[src/rtl/inst_loader_pkg.sv]
// Shared definitions for the boot-time instruction loader: sizing defaults and FSM state encoding.
package inst_loader_pkg;

    localparam int INST_DEPTH_DEF = 64;
    localparam int ADDR_W_DEF     = 6;

    typedef enum logic [2:0] {
        LDR_HDR_LO  = 3'd0,
        LDR_HDR_HI  = 3'd1,
        LDR_PAYLOAD = 3'd2,
        LDR_CHECK   = 3'd3,
        LDR_DONE    = 3'd4,
        LDR_ERROR   = 3'd5
    } ldr_state_e;

    // The loader still wants bytes while the frame is incomplete.
    function automatic logic ldr_is_busy(ldr_state_e s);
        return (s == LDR_HDR_LO) || (s == LDR_HDR_HI) || (s == LDR_PAYLOAD) || (s == LDR_CHECK);
    endfunction

endpackage

[src/rtl/inst_loader_if.sv]
// Byte-stream input and instruction-memory write port of the loader, bundled as one interface.
interface inst_loader_if #(
    parameter int ADDR_W = 6
);
    logic              in_valid;
    logic              in_ready;
    logic [7:0]        in_data;
    logic              imem_we;
    logic [ADDR_W-1:0] imem_addr;
    logic [31:0]       imem_wdata;

    modport slave (
        input  in_valid, in_data,
        output in_ready, imem_we, imem_addr, imem_wdata
    );

    modport master (
        output in_valid, in_data,
        input  in_ready, imem_we, imem_addr, imem_wdata
    );
endinterface

[src/rtl/inst_loader_word_packer.sv]
// Assembles little-endian 32-bit words from accepted payload bytes; flags the 4th byte of each word.
module ldr_word_packer (
    input  logic        clk,
    input  logic        reset,
    input  logic        clear_i,
    input  logic        byte_valid_i,
    input  logic [7:0]  byte_i,
    output logic        word_valid_o,
    output logic [31:0] word_o
);

    logic [1:0]  lane_q;
    logic [23:0] shreg_q;

    // Only the first three bytes need storage; the 4th is merged combinationally.
    always_ff @(posedge clk or posedge reset) begin
        if (reset) begin
            lane_q  <= 2'd0;
            shreg_q <= 24'd0;
        end else if (clear_i) begin
            lane_q  <= 2'd0;
            shreg_q <= 24'd0;
        end else if (byte_valid_i) begin
            lane_q  <= lane_q + 2'd1;
            shreg_q <= {byte_i, shreg_q[23:8]};
        end
    end

    assign word_valid_o = byte_valid_i && (lane_q == 2'd3);
    assign word_o       = {byte_i, shreg_q};

endmodule

[src/rtl/inst_loader.sv]
// Boot-time program loader: frames a byte stream into instruction memory and locks once the image verifies.
module inst_loader
    import inst_loader_pkg::*;
#(
    parameter int INST_DEPTH = INST_DEPTH_DEF,
    parameter int ADDR_W     = ADDR_W_DEF
) (
    input  logic              clk,
    input  logic              reset,
    input  logic              start,
    inst_loader_if.slave      bus,
    output logic              lock,
    output logic              busy,
    output logic              err,
    output logic [ADDR_W:0]   words_loaded
);

    ldr_state_e        state_q, state_d;
    logic [15:0]       count_q, count_d;
    logic [ADDR_W:0]   words_q, words_d;
    logic [7:0]        xor_q, xor_d;
    logic              we_q, we_d;
    logic [ADDR_W-1:0] addr_q, addr_d;
    logic [31:0]       wdata_q, wdata_d;

    logic              accept;
    logic              pack_valid;
    logic              word_valid;
    logic [31:0]       word;
    logic [15:0]       hdr_count;

    assign busy         = ldr_is_busy(state_q);
    assign lock         = (state_q == LDR_DONE);
    assign err          = (state_q == LDR_ERROR);
    assign words_loaded = words_q;

    assign bus.in_ready   = busy && !start;
    assign bus.imem_we    = we_q;
    assign bus.imem_addr  = addr_q;
    assign bus.imem_wdata = wdata_q;

    assign accept     = bus.in_valid && bus.in_ready;
    assign pack_valid = accept && (state_q == LDR_PAYLOAD);
    assign hdr_count  = {bus.in_data, count_q[7:0]};

    ldr_word_packer u_packer (
        .clk          (clk),
        .reset        (reset),
        .clear_i      (start),
        .byte_valid_i (pack_valid),
        .byte_i       (bus.in_data),
        .word_valid_o (word_valid),
        .word_o       (word)
    );

    always_ff @(posedge clk or posedge reset) begin
        if (reset) begin
            state_q <= LDR_HDR_LO;
            count_q <= 16'd0;
            words_q <= '0;
            xor_q   <= 8'd0;
            we_q    <= 1'b0;
            addr_q  <= '0;
            wdata_q <= 32'd0;
        end else begin
            state_q <= state_d;
            count_q <= count_d;
            words_q <= words_d;
            xor_q   <= xor_d;
            we_q    <= we_d;
            addr_q  <= addr_d;
            wdata_q <= wdata_d;
        end
    end

    // start wins over any byte; a write strobe already registered still shows for its one cycle.
    always_comb begin
        state_d = state_q;
        count_d = count_q;
        words_d = words_q;
        xor_d   = xor_q;
        we_d    = 1'b0;
        addr_d  = addr_q;
        wdata_d = wdata_q;

        if (start) begin
            state_d = LDR_HDR_LO;
            count_d = 16'd0;
            words_d = '0;
            xor_d   = 8'd0;
        end else if (accept) begin
            case (state_q)
                LDR_HDR_LO: begin
                    count_d[7:0] = bus.in_data;
                    xor_d        = xor_q ^ bus.in_data;
                    state_d      = LDR_HDR_HI;
                end
                LDR_HDR_HI: begin
                    count_d = hdr_count;
                    xor_d   = xor_q ^ bus.in_data;
                    if (hdr_count > 16'(INST_DEPTH)) begin
                        state_d = LDR_ERROR;
                    end else if (hdr_count == 16'd0) begin
                        state_d = LDR_CHECK;
                    end else begin
                        state_d = LDR_PAYLOAD;
                    end
                end
                LDR_PAYLOAD: begin
                    xor_d = xor_q ^ bus.in_data;
                    if (word_valid) begin
                        we_d    = 1'b1;
                        addr_d  = words_q[ADDR_W-1:0];
                        wdata_d = word;
                        words_d = words_q + 1'b1;
                        if ((16'(words_q) + 16'd1) == count_q) begin
                            state_d = LDR_CHECK;
                        end
                    end
                end
                LDR_CHECK: begin
                    state_d = (xor_q == bus.in_data) ? LDR_DONE : LDR_ERROR;
                end
                default: begin
                    state_d = state_q;
                end
            endcase
        end
    end

endmodule
[src/flat_wrapper.sv]
// flat-port wrapper written by rule: the top's interface ports become plain ports
module inst_loader_flat import inst_loader_pkg::*;
#(
    parameter int INST_DEPTH = INST_DEPTH_DEF,
    parameter int ADDR_W     = ADDR_W_DEF
)
  (clk, reset, start, lock, busy, err, words_loaded, bus_in_valid, bus_in_data, bus_in_ready, bus_imem_we, bus_imem_addr, bus_imem_wdata);
  inst_loader_if #(.ADDR_W(ADDR_W)) bus_i ();
  input  logic clk;
  input  logic reset;
  input  logic start;
  output logic lock;
  output logic busy;
  output logic err;
  output logic [ADDR_W:0] words_loaded;
  input wire logic [$bits(bus_i.in_valid)-1:0] bus_in_valid;
  input wire logic [$bits(bus_i.in_data)-1:0] bus_in_data;
  output wire logic [$bits(bus_i.in_ready)-1:0] bus_in_ready;
  output wire logic [$bits(bus_i.imem_we)-1:0] bus_imem_we;
  output wire logic [$bits(bus_i.imem_addr)-1:0] bus_imem_addr;
  output wire logic [$bits(bus_i.imem_wdata)-1:0] bus_imem_wdata;
  assign bus_i.in_valid = bus_in_valid;
  assign bus_i.in_data = bus_in_data;
  assign bus_in_ready = bus_i.in_ready;
  assign bus_imem_we = bus_i.imem_we;
  assign bus_imem_addr = bus_i.imem_addr;
  assign bus_imem_wdata = bus_i.imem_wdata;
  inst_loader #(.INST_DEPTH(INST_DEPTH), .ADDR_W(ADDR_W)) u_core (.clk(clk), .reset(reset), .start(start), .bus(bus_i), .lock(lock), .busy(busy), .err(err), .words_loaded(words_loaded));
endmodule
[config.mk]
export PLATFORM = sky130hd
export DESIGN_NAME = inst_loader_flat
export DESIGN_NICKNAME = d
export VERILOG_FILES = /design/src/rtl/inst_loader_pkg.sv /design/src/rtl/inst_loader_if.sv /design/src/rtl/inst_loader_word_packer.sv /design/src/rtl/inst_loader.sv /design/src/flat_wrapper.sv
export SDC_FILE = /design/constraint.sdc
export NUM_CORES = 1
export LEC_CHECK = 0
export BUFFER_PORTS_ARGS = -buffer_cell sky130_fd_sc_hd__buf_4
export CAP_MARGIN = 25
export CORE_MARGIN = 2
export CORE_UTILIZATION = 53
export DETAILED_ROUTE_END_ITERATION = 10
export PLACE_DENSITY = 0.75
export SLEW_MARGIN = 10
export SYNTH_ARGS = -nofsm -noshare
export SYNTH_HDL_FRONTEND = slang
export SYNTH_SLANG_ARGS = --single-unit
[constraint.sdc]
create_clock -name clk -period 3.3 [get_ports clk]
set_input_delay 0.165 -clock clk [delete_from_list [all_inputs] [get_ports clk]]
set_output_delay 0.165 -clock clk [all_outputs]
set_load 0.01 [all_outputs]
Word level (Yosys, flattened, before mapping) --
Index checks and enable logic that the tools add are counted.
Word-level totals: logic and storage cells 78, input port bits 12, bits in registers 99
Operators by class: bitwise logic cells 2, mux-type cells 27, add/sub/neg operators 3, equality and inequality tests 10, magnitude comparators 1, reductions and logical operators 25
Operators by type and width (number):
- $mux 24 | 2
- $mux 8 | 5
- $mux 16 | 2
- $mux 7 | 4
- $eq 16x16->1 | 1
- $gt 16x7->1 const B | 1
- $logic_not 16->1 | 1
- $mux 3 | 5
- $reduce_bool 2->1 | 7
- $pmux 3 s4 | 1
- $add 7x1->8 const B | 1
- $eq 8x8->1 | 1
- $reduce_and 4->1 | 2
- $xor 8x8->8 | 1
- $add 7x1->7 const B | 1
- $eq 3x2->1 const B | 2
- $eq 3x3->1 const B | 2
- $mux 1 | 6
- $ne 3x3->1 const B | 2
- $reduce_and 2->1 | 3
- $reduce_bool 5->1 | 1
- $logic_and 1x1->1 | 4
- $mux 2 | 2
- $eq 3x1->1 const B | 1
- 8 further kinds | 10

Logic depth before layout (Yosys ltp) --
Gate-level depths: netlist of the first run.
word-level depth 12, gate-level depth with buffers 9, mapped depth without buffers 7

Hierarchy --
A second synthesis of the first run with hierarchy kept.
Unflattened totals: cells, all modules 471, area total of the unflattened synthesis 4603.2 um2
By module, submodules not included:
- inst_loader | seq. area each 1826.8 um2, area each 3444.6 um2, cells each 376, times used 1
- ldr_word_packer | seq. area each 650.6 um2, area each 1158.6 um2, cells each 95, times used 1

Worst setup path before layout of the first run --
No wires, ideal clock.
path type reg2reg, start register u_core.words_q[1] (netlist: u_core.words_loaded[1]), end register u_core.state_q[0], data arrival time 1780 ps, setup slack 1426 ps, period minus slack after synthesis 1874 ps, cell stages (with the launch flop) 8, setup time 94 ps, cells stage by stage dfrtp_1 ha_1 buf_2 xnor2_1 or3_1 a211oi_1 o2111ai_1 a211oi_1
On the way: cells in the longest elaborated chain, start to end 4
RTL lines:
- start: declaration | line inst_loader.sv:20 | logic [ADDR_W:0] words_q, words_d;
- start signal: assignment | line inst_loader.sv:68 | words_q <= words_d;
- $add 7x1->8 | line inst_loader.sv:116 | if ((16'(words_q) + 16'd1) == count_q) begin
- $eq 16x16->1 | line inst_loader.sv:116
- $ne 3x3->1 (no source line)
- $reduce_and 4->1 (no source line)
- end signal: assignment | line inst_loader.sv:66 | state_q <= state_d;
- end: declaration | line inst_loader.sv:18 | ldr_state_e state_q, state_d;
Every way passes these cells. A chain may end at the register's enable or synchronous reset.

Final worst setup path of the first run --
start register u_core.state_q[1], end register u_core.state_q[0]
On the way: cells in the longest elaborated chain, start to end 10, elaborated cells on any way between the ends 19, those cells by class eq/ne: 5; mux: 3; reduce/logical: 11
RTL lines:
- $eq 3x1->1 / $logic_not 3->1 (equally long branches) | line inst_loader_pkg.sv:18, inst_loader.sv:92
- $logic_or 1x1->1 (3 in series) | line inst_loader_pkg.sv:18 | return (s == LDR_HDR_LO) || (s == LDR_HDR_HI) || (s == LDR_PAYLOAD) || (s == LDR_CHECK);
- $logic_and 1x1->1 | line inst_loader.sv:37 | assign bus.in_ready = busy && !start;
- $logic_and 1x1->1 | line inst_loader.sv:42 | assign accept = bus.in_valid && bus.in_ready;
- $logic_and 1x1->1 | line inst_loader.sv:43 | assign pack_valid = accept && (state_q == LDR_PAYLOAD);
- $logic_and 1x1->1 | line inst_loader_word_packer.sv:29 | assign word_valid_o = byte_valid_i && (lane_q == 2'd3);
- $ne 3x3->1 (no source line)
- $reduce_and 4->1 (no source line)
Several ways; a longest one is shown, not always the timed one. The select of a mux whose other input is x is not followed.

==> flow_summary.yaml, run 1 <==
floorplan:
  pin_count: 62
  coreArea_um2: 8180
  rows: 33
  die_x_um: 95.6
  start_util_pct: 54.3
  fp.dieArea_um2: 9130
  die_h_um: 95.6
critical_path:
  worstPathArrival_ns: 2.67
  crit_required_ns: 3.57
  crit_path_end_kind: "flop"
  path_max_fanout: 26
  start_kind: "flop"
  crit_type: "reg -> reg"
cells_and_area:
  nNetsFinal: 562
  fin_cells: 656
  drive_above_1_share_pct: 15.2
  num_antenna_cells: 0
  seqCellArea_um2: 2480
  fillers: 719
  area_growth_syn_to_layout_pct: 15.3
  multiInputGateArea_um2: 1790
global_route:
  grt_pass1_vias: 3292
  grt_first_pass_wirelength_um: 16300
  grt_overflow: 0
  antenna_found_initial: 0
  track_usage_pct: 23.0
  grt_max_degree: 73
yosys:
  synth_xor_area_share_pct: 6.11
  synthSimpleGateAreaFrac_pct: 27.8
  synthMuxAreaShare_pct: 0
  synth_seq_cells: 99
  syn-cell-area_um2: 4440
  syn_area_per_cell_um2: 8.73
  synth_top_family_by_area: "simple AND/OR/NAND/NOR gates"
  yosysWarnings: 0
  synthesis.nets: 523
  synth_compound_area_share_pct: 5.72
  ys_types: 32
  syn_inst: 509
  seq_area_frac_synth_pct: 55.8
  synth_adder_area_share_pct: 0.563
drt:
  drtPass1Iterations: 5
  drt_first_iter_violations: 188
  wl_um: 9780
  vias: 3510
  viasPerCell: 5.35
  final_antenna_net_count: 0
  wire_per_inst_um: 14.9
  drc: 0
sta:
  rsz0062_at_grt: "no"
  hold_slack_ns: 0.00322
  finClkSkew_ns: 0.0112
  setup_viol: 0
  fin_crit_ns: 2.41
  maxSlewViolCount: 0
  tns_ns: 0
  fmax_mhz: 416
  min_period_over_period_pct: 72.9
  hold_violations: 0
  setup_slack_ns: 0.894
  relSlewSlack_pct: 32.4
  worst_slew_pin_slew_ns: 1.01
placed_design:
  io_buffers: 61
  hpwl_um: 6370
  dpl_worst_slack_ns: 0.906
  placed_cells: 642
  gp_congestion: 0.877
power_and_ir_drop:
  ir_drop_mv: 0.264
  p_leak_nw: 2.63
  p_per_area_nw_per_um2: 435
status:
  status: "finished, final reports clean"
clock_network:
  clkSinkCount: 99
  hold_buffers: 0
  ctsLongestPathBuffers: 2
  htreeDepth: 3
  cts_tree: "done"
  clk_latency_ns: 0.36
  post_cts_buffers: 0
  cts_inserted_buffers: 9
  cts_root_buffer: "clkbuf_8"
  path_clk_slew_ns: 0.09
  cts_resized: 0
job:
  drv_cap: 0
min_path:
  hp-class: "in -> async"
[cell usage after synthesis]
cell       instances  share of area, %
clkbuf_1          29               2.4
nor3b_1            3              0.51
nor4_1             7              0.99
nor2_1            25               2.1
o21a_1             2              0.34
xnor2_1           12               2.4
or2_2              2              0.28
a21o_1             1              0.17
clkbuf_2           1              0.11
a31oi_1            1              0.14
nand2_1          210                18
a211oi_1           4              0.68
and3b_1            1              0.20
nand2b_1           3              0.42
a21oi_1           29               3.3
dfrtp_1           99                56
inv_1              7              0.59
o41ai_1            1              0.20
xor2_1            19               3.7
o21ai_0            3              0.34
nor3_1             6              0.68
nand3_1            6              0.68
nand3b_1          17               2.9
buf_2              8              0.90
nor4_2             1              0.28
o2111ai_1          2              0.39
nand4_1            3              0.42
ha_1               2              0.56
nor2b_1            1              0.14
or3_1              2              0.28
o32ai_1            1              0.20
nand4b_1           1              0.20
[metal layers]
metal | vias up | part of all wire (%) | wire [um] | track usage (%)
li1 | 1698 | - | - | -
met5 | - | 0 | 0 | 0
met1 | 1694 | 47 | 4610 | 34.3
met3 | 9 | 5.7 | 553 | 3.95
met2 | 109 | 47 | 4550 | 35.6
met4 | 0 | 0.65 | 64 | 5.12
[stage by stage]
| step | power (mW) | cell area (um^2) | utilization, % |
|---|---|---|---|
| after floorplan | 1.39 | 4440 | - |
| after global placement | 1.43 | 4920 | 60.2 |
| after detailed placement | 1.43 | 4920 | 60.2 |
| after CTS | 2.24 | 5120 | 62.7 |
| after global routing | 2.31 | 5120 | 62.7 |
| final | 2.23 | 5120 | 62.7 |
[layout make-up]
cell class	instances	area share [%]
Multi-Input combinational cell	365	34.9
Timing Repair Buffer	66	9.67
Sequential cell	99	48.4
Clock buffer	9	2.42
Tap cell	105	2.56
Clock inverter	5	1.56
Inverter	7	0.562
[cell usage in the layout, fill, tap and decap left out, types with 3 or more instances in the layout]
cell type / Yosys / routed
xor2_1: 19 / 19
nor3_1: 6 / 6
buf_4: 0 / 66
o21ai_0: 3 / 3
nand3b_1: 17 / 17
dfrtp_1: 99 / 99
nor2_1: 25 / 25
nand3_1: 6 / 6
clkbuf_8: 0 / 9
nor4_1: 7 / 7
inv_1: 7 / 6
nand4_1: 3 / 3
xnor2_1: 12 / 12
nand2_1: 210 / 210
nand2b_1: 3 / 3
a21oi_1: 29 / 29
nor3b_1: 3 / 3
a211oi_1: 4 / 4
[sequential cells by signal, indices dropped and copies added, names as in the netlist]
signal,cells
u_core.bus.imem_wdata,32
u_core.state_q,3
u_core.bus.imem_addr,6
u_core.u_packer.shreg_q,24
u_core.xor_q,8
u_core.bus.imem_we,1
u_core.u_packer.lane_q,2
u_core.words_loaded,7
u_core.count_q,16
[worst max-delay path, cell delays in order (launching register included)]
cell and delay, ns:
dfrtp_1 0.63, nand4b_1 0.20, or3_1 0.73, nor4_2 0.38
o2111ai_1 0.13, a211oi_1 0.24
[final timing paths]
path | to | from | depth (start not counted) | slack (ns)
setup / recovery | u_core.state_q[0] | u_core.state_q[1] | 5 | 0.89
hold reg to reg | u_core.bus.imem_wdata[1] | u_core.u_packer.shreg_q[1] | 2 | 0.47
min in group clk | u_core.bus.imem_wdata[24] | bus_in_data[0] | 3 | 0.08
setup reg to reg | u_core.state_q[0] | u_core.state_q[1] | 5 | 0.89
hold / removal | u_core.bus.imem_wdata[13] | reset | 2 | 0.003
max in group asynchronous | u_core.u_packer.shreg_q[6] | reset | 3 | 2.55
[power breakdown]
part | switching (mW) | internal (mW)
Sequential | 0.0223 | 1.23
Clock | 0.401 | 0.417
Combinational | 0.0999 | 0.0550
[logic make-up (layout without fill, tap and decap cells)]
| group | Yosys count | count (layout) |
|---|---|---|
| buffers and inverters | 45 | 87 |
| flip-flops | 99 | 99 |
| AND/OR/NAND/NOR | 288 | 288 |
| AO/OA/AOI/OAI | 44 | 44 |
| XOR/XNOR | 31 | 31 |
| adder cells (fa/ha/maj) | 2 | 2 |
No activity file was read; power rests on OpenSTA's default activity.
==> run 2: changes to the inputs <==
Settings changed: CORE_UTILIZATION 53 to 51.
Clock period 3.3 ns to 1.95 ns, I/O delays scaled along.
==> flow_summary.yaml, run 2 (synthesis results as in run 1) <==
status:
  status: "finished, final reports clean"
clock_network:
  cts_tree: "done"
  clk_latency_ns: 0.37
  cts_inserted_buffers: 9
  htreeDepth: 3
  clkSinkCount: 99
  path_clk_slew_ns: 0.10
  ctsLongestPathBuffers: 2
  cts_root_buffer: "clkbuf_8"
sta:
  worst_slew_pin_slew_ns: 0.570
  relSlewSlack_pct: 61.9
  setup_slack_ns: 0.100
  fmax_mhz: 541
  setup_viol: 0
  maxSlewViolCount: 0
  tns_ns: 0
  min_period_over_period_pct: 94.9
  hold_violations: 0
  fin_crit_ns: 1.85
  rsz0062_at_grt: "no"
  finClkSkew_ns: 0.0128
placed_design:
  hpwl_um: 6960
  io_buffers: 61
  gp_congestion: 0.881
  dpl_worst_slack_ns: 0.0504
cells_and_area:
  drive_above_1_share_pct: 19.0
  num_antenna_cells: 0
  nNetsFinal: 588
  area_growth_syn_to_layout_pct: 21.7
  layout_common_cells: "210 x nand2_1, 99 x dfrtp_1, 84 x buf_4"
  fin_util_pct: 62.9
  largest_register_ffs: 32
  final_common_cell: "nand2_1"
drt:
  drtPass1Iterations: 5
  final_antenna_net_count: 0
  vias: 3592
  viasPerCell: 5.23
  drt_first_iter_violations: 161
  wire_per_inst_um: 15.0
  drc: 0
  wl_um: 10300
critical_path:
  crit_path_end_kind: "flop"
  ff2ff_setup_slack_ns: 0.10
  path_max_fanout: 5
  crit_required_ns: 2.23
  worstPathArrival_ns: 2.13
  crit_type: "reg -> reg"
  crit_path_top_delay_cell: "dfrtp_1"
  path_cells: "ha_1 > xnor2_1 > or3_1 > a211oi_1 > o2111ai_1 > a211oi_2"
  cpPeakStageDelay_ns: 0.40
  start_kind: "flop"
global_route:
  grt_pass1_vias: 3533
  grt_max_degree: 55
  grt_first_pass_wirelength_um: 17500
  track_usage_pct: 23.0
  antenna_found_initial: 0
  grt_overflow: 0
floorplan:
  start_util_pct: 51.7
  pin_count: 62
  coreArea_um2: 8590
  die_x_um: 97.3
  fp.dieArea_um2: 9470
  die_h_um: 97.3
  rows: 34
job:
  drv_cap: 0
power_and_ir_drop:
  swShare_pct: 26.6
  clkPwrFrac_pct: 37.2
  internal_power_mw: 2.83
  p_seq_share_pct: 54.9
  ir_drop_mv: 0.413
  switchingPower_mw: 1.03
  p_per_area_nw_per_um2: 714
  power_frac_comb_pct: 7.9
  p_leak_nw: 2.77
min_path:
  hp-class: "in -> reg"
## run 2: cell types whose count changed in the layout (fill, tap and decap cells not counted), moves of 2 or more
cell | previous run | this run
clkinv_8 | 0 | 2
dlygate4sd3_1 | 0 | 5
buf_4 | 66 | 84
buf_12 | 0 | 3
## run 2: routing by layer
layer  wire [um]  vias to the layer above  global-route usage, %
met3         453                       14                   3.96
met4         155                        0                   7.59
li1            -                     1747                      -
met5           0                        -                      0
met1        4840                     1731                   33.0
met2        4860                      100                   35.9
## run 2: power groups by stage
stage,Clock [mW],Sequential [mW],Combinational (mW)
floorplan,0,2.15,0.197
global placement,0,2.16,0.289
detailed placement,0,2.16,0.296
CTS,1.46,2.12,0.305
global route,1.55,2.12,0.339
finish,1.44,2.12,0.306
## run 2: through the flow
stage	hold slack [ns]	total power [mW]	std cells	instance area, um^2
6_report	0.0159	3.86	687	5410
2_1_floorplan	0.270	2.35	509	4450
3_5_place_dp	0.194	2.45	666	5120
4_1_cts	0.00310	3.88	687	5390
5_1_grt	0.00609	4.01	687	5410
3_3_place_gp	0.185	2.44	666	5120
## run 2: layout make-up
class	count	area, um^2
clock inverter	7	97.6
timing repair buffer	92	741
multi-input combinational	365	1800
tap	108	135
inverter	7	30.0
clock buffer	9	124
sequential	99	2480
fill	747	3190
## run 2: timing repair
action / in CTS / in global routing
hold buffers: 5 / 0
gates resized for setup: 0 / 3
endpoints found under the setup margin: 0 / 1
hold endpoints to repair: 28 / 0
setup buffers: 0 / 0
## run 2: critical path, delay by kind of cell (launching register included)
family,cells,cell delay (ns)
flops,1,0.40
simple gates,1,0.30
xor+xnor,1,0.14
fa+ha+maj,1,0.26
compound gates,3,0.68
## run 2: final timing paths
path                                            start                   endpoint  depth (start not counted)
min in group asynchronous                       reset   u_core.bus.imem_wdata[5]                          3
max in group asynchronous                       reset     u_core.words_loaded[3]                          4
min reg2reg                u_core.u_packer.shreg_q[1]   u_core.bus.imem_wdata[1]                          2
max                            u_core.words_loaded[0]          u_core.state_q[0]                          6
min                                    bus_in_data[2]  u_core.bus.imem_wdata[26]                          3
max reg2reg                    u_core.words_loaded[0]          u_core.state_q[0]                          6
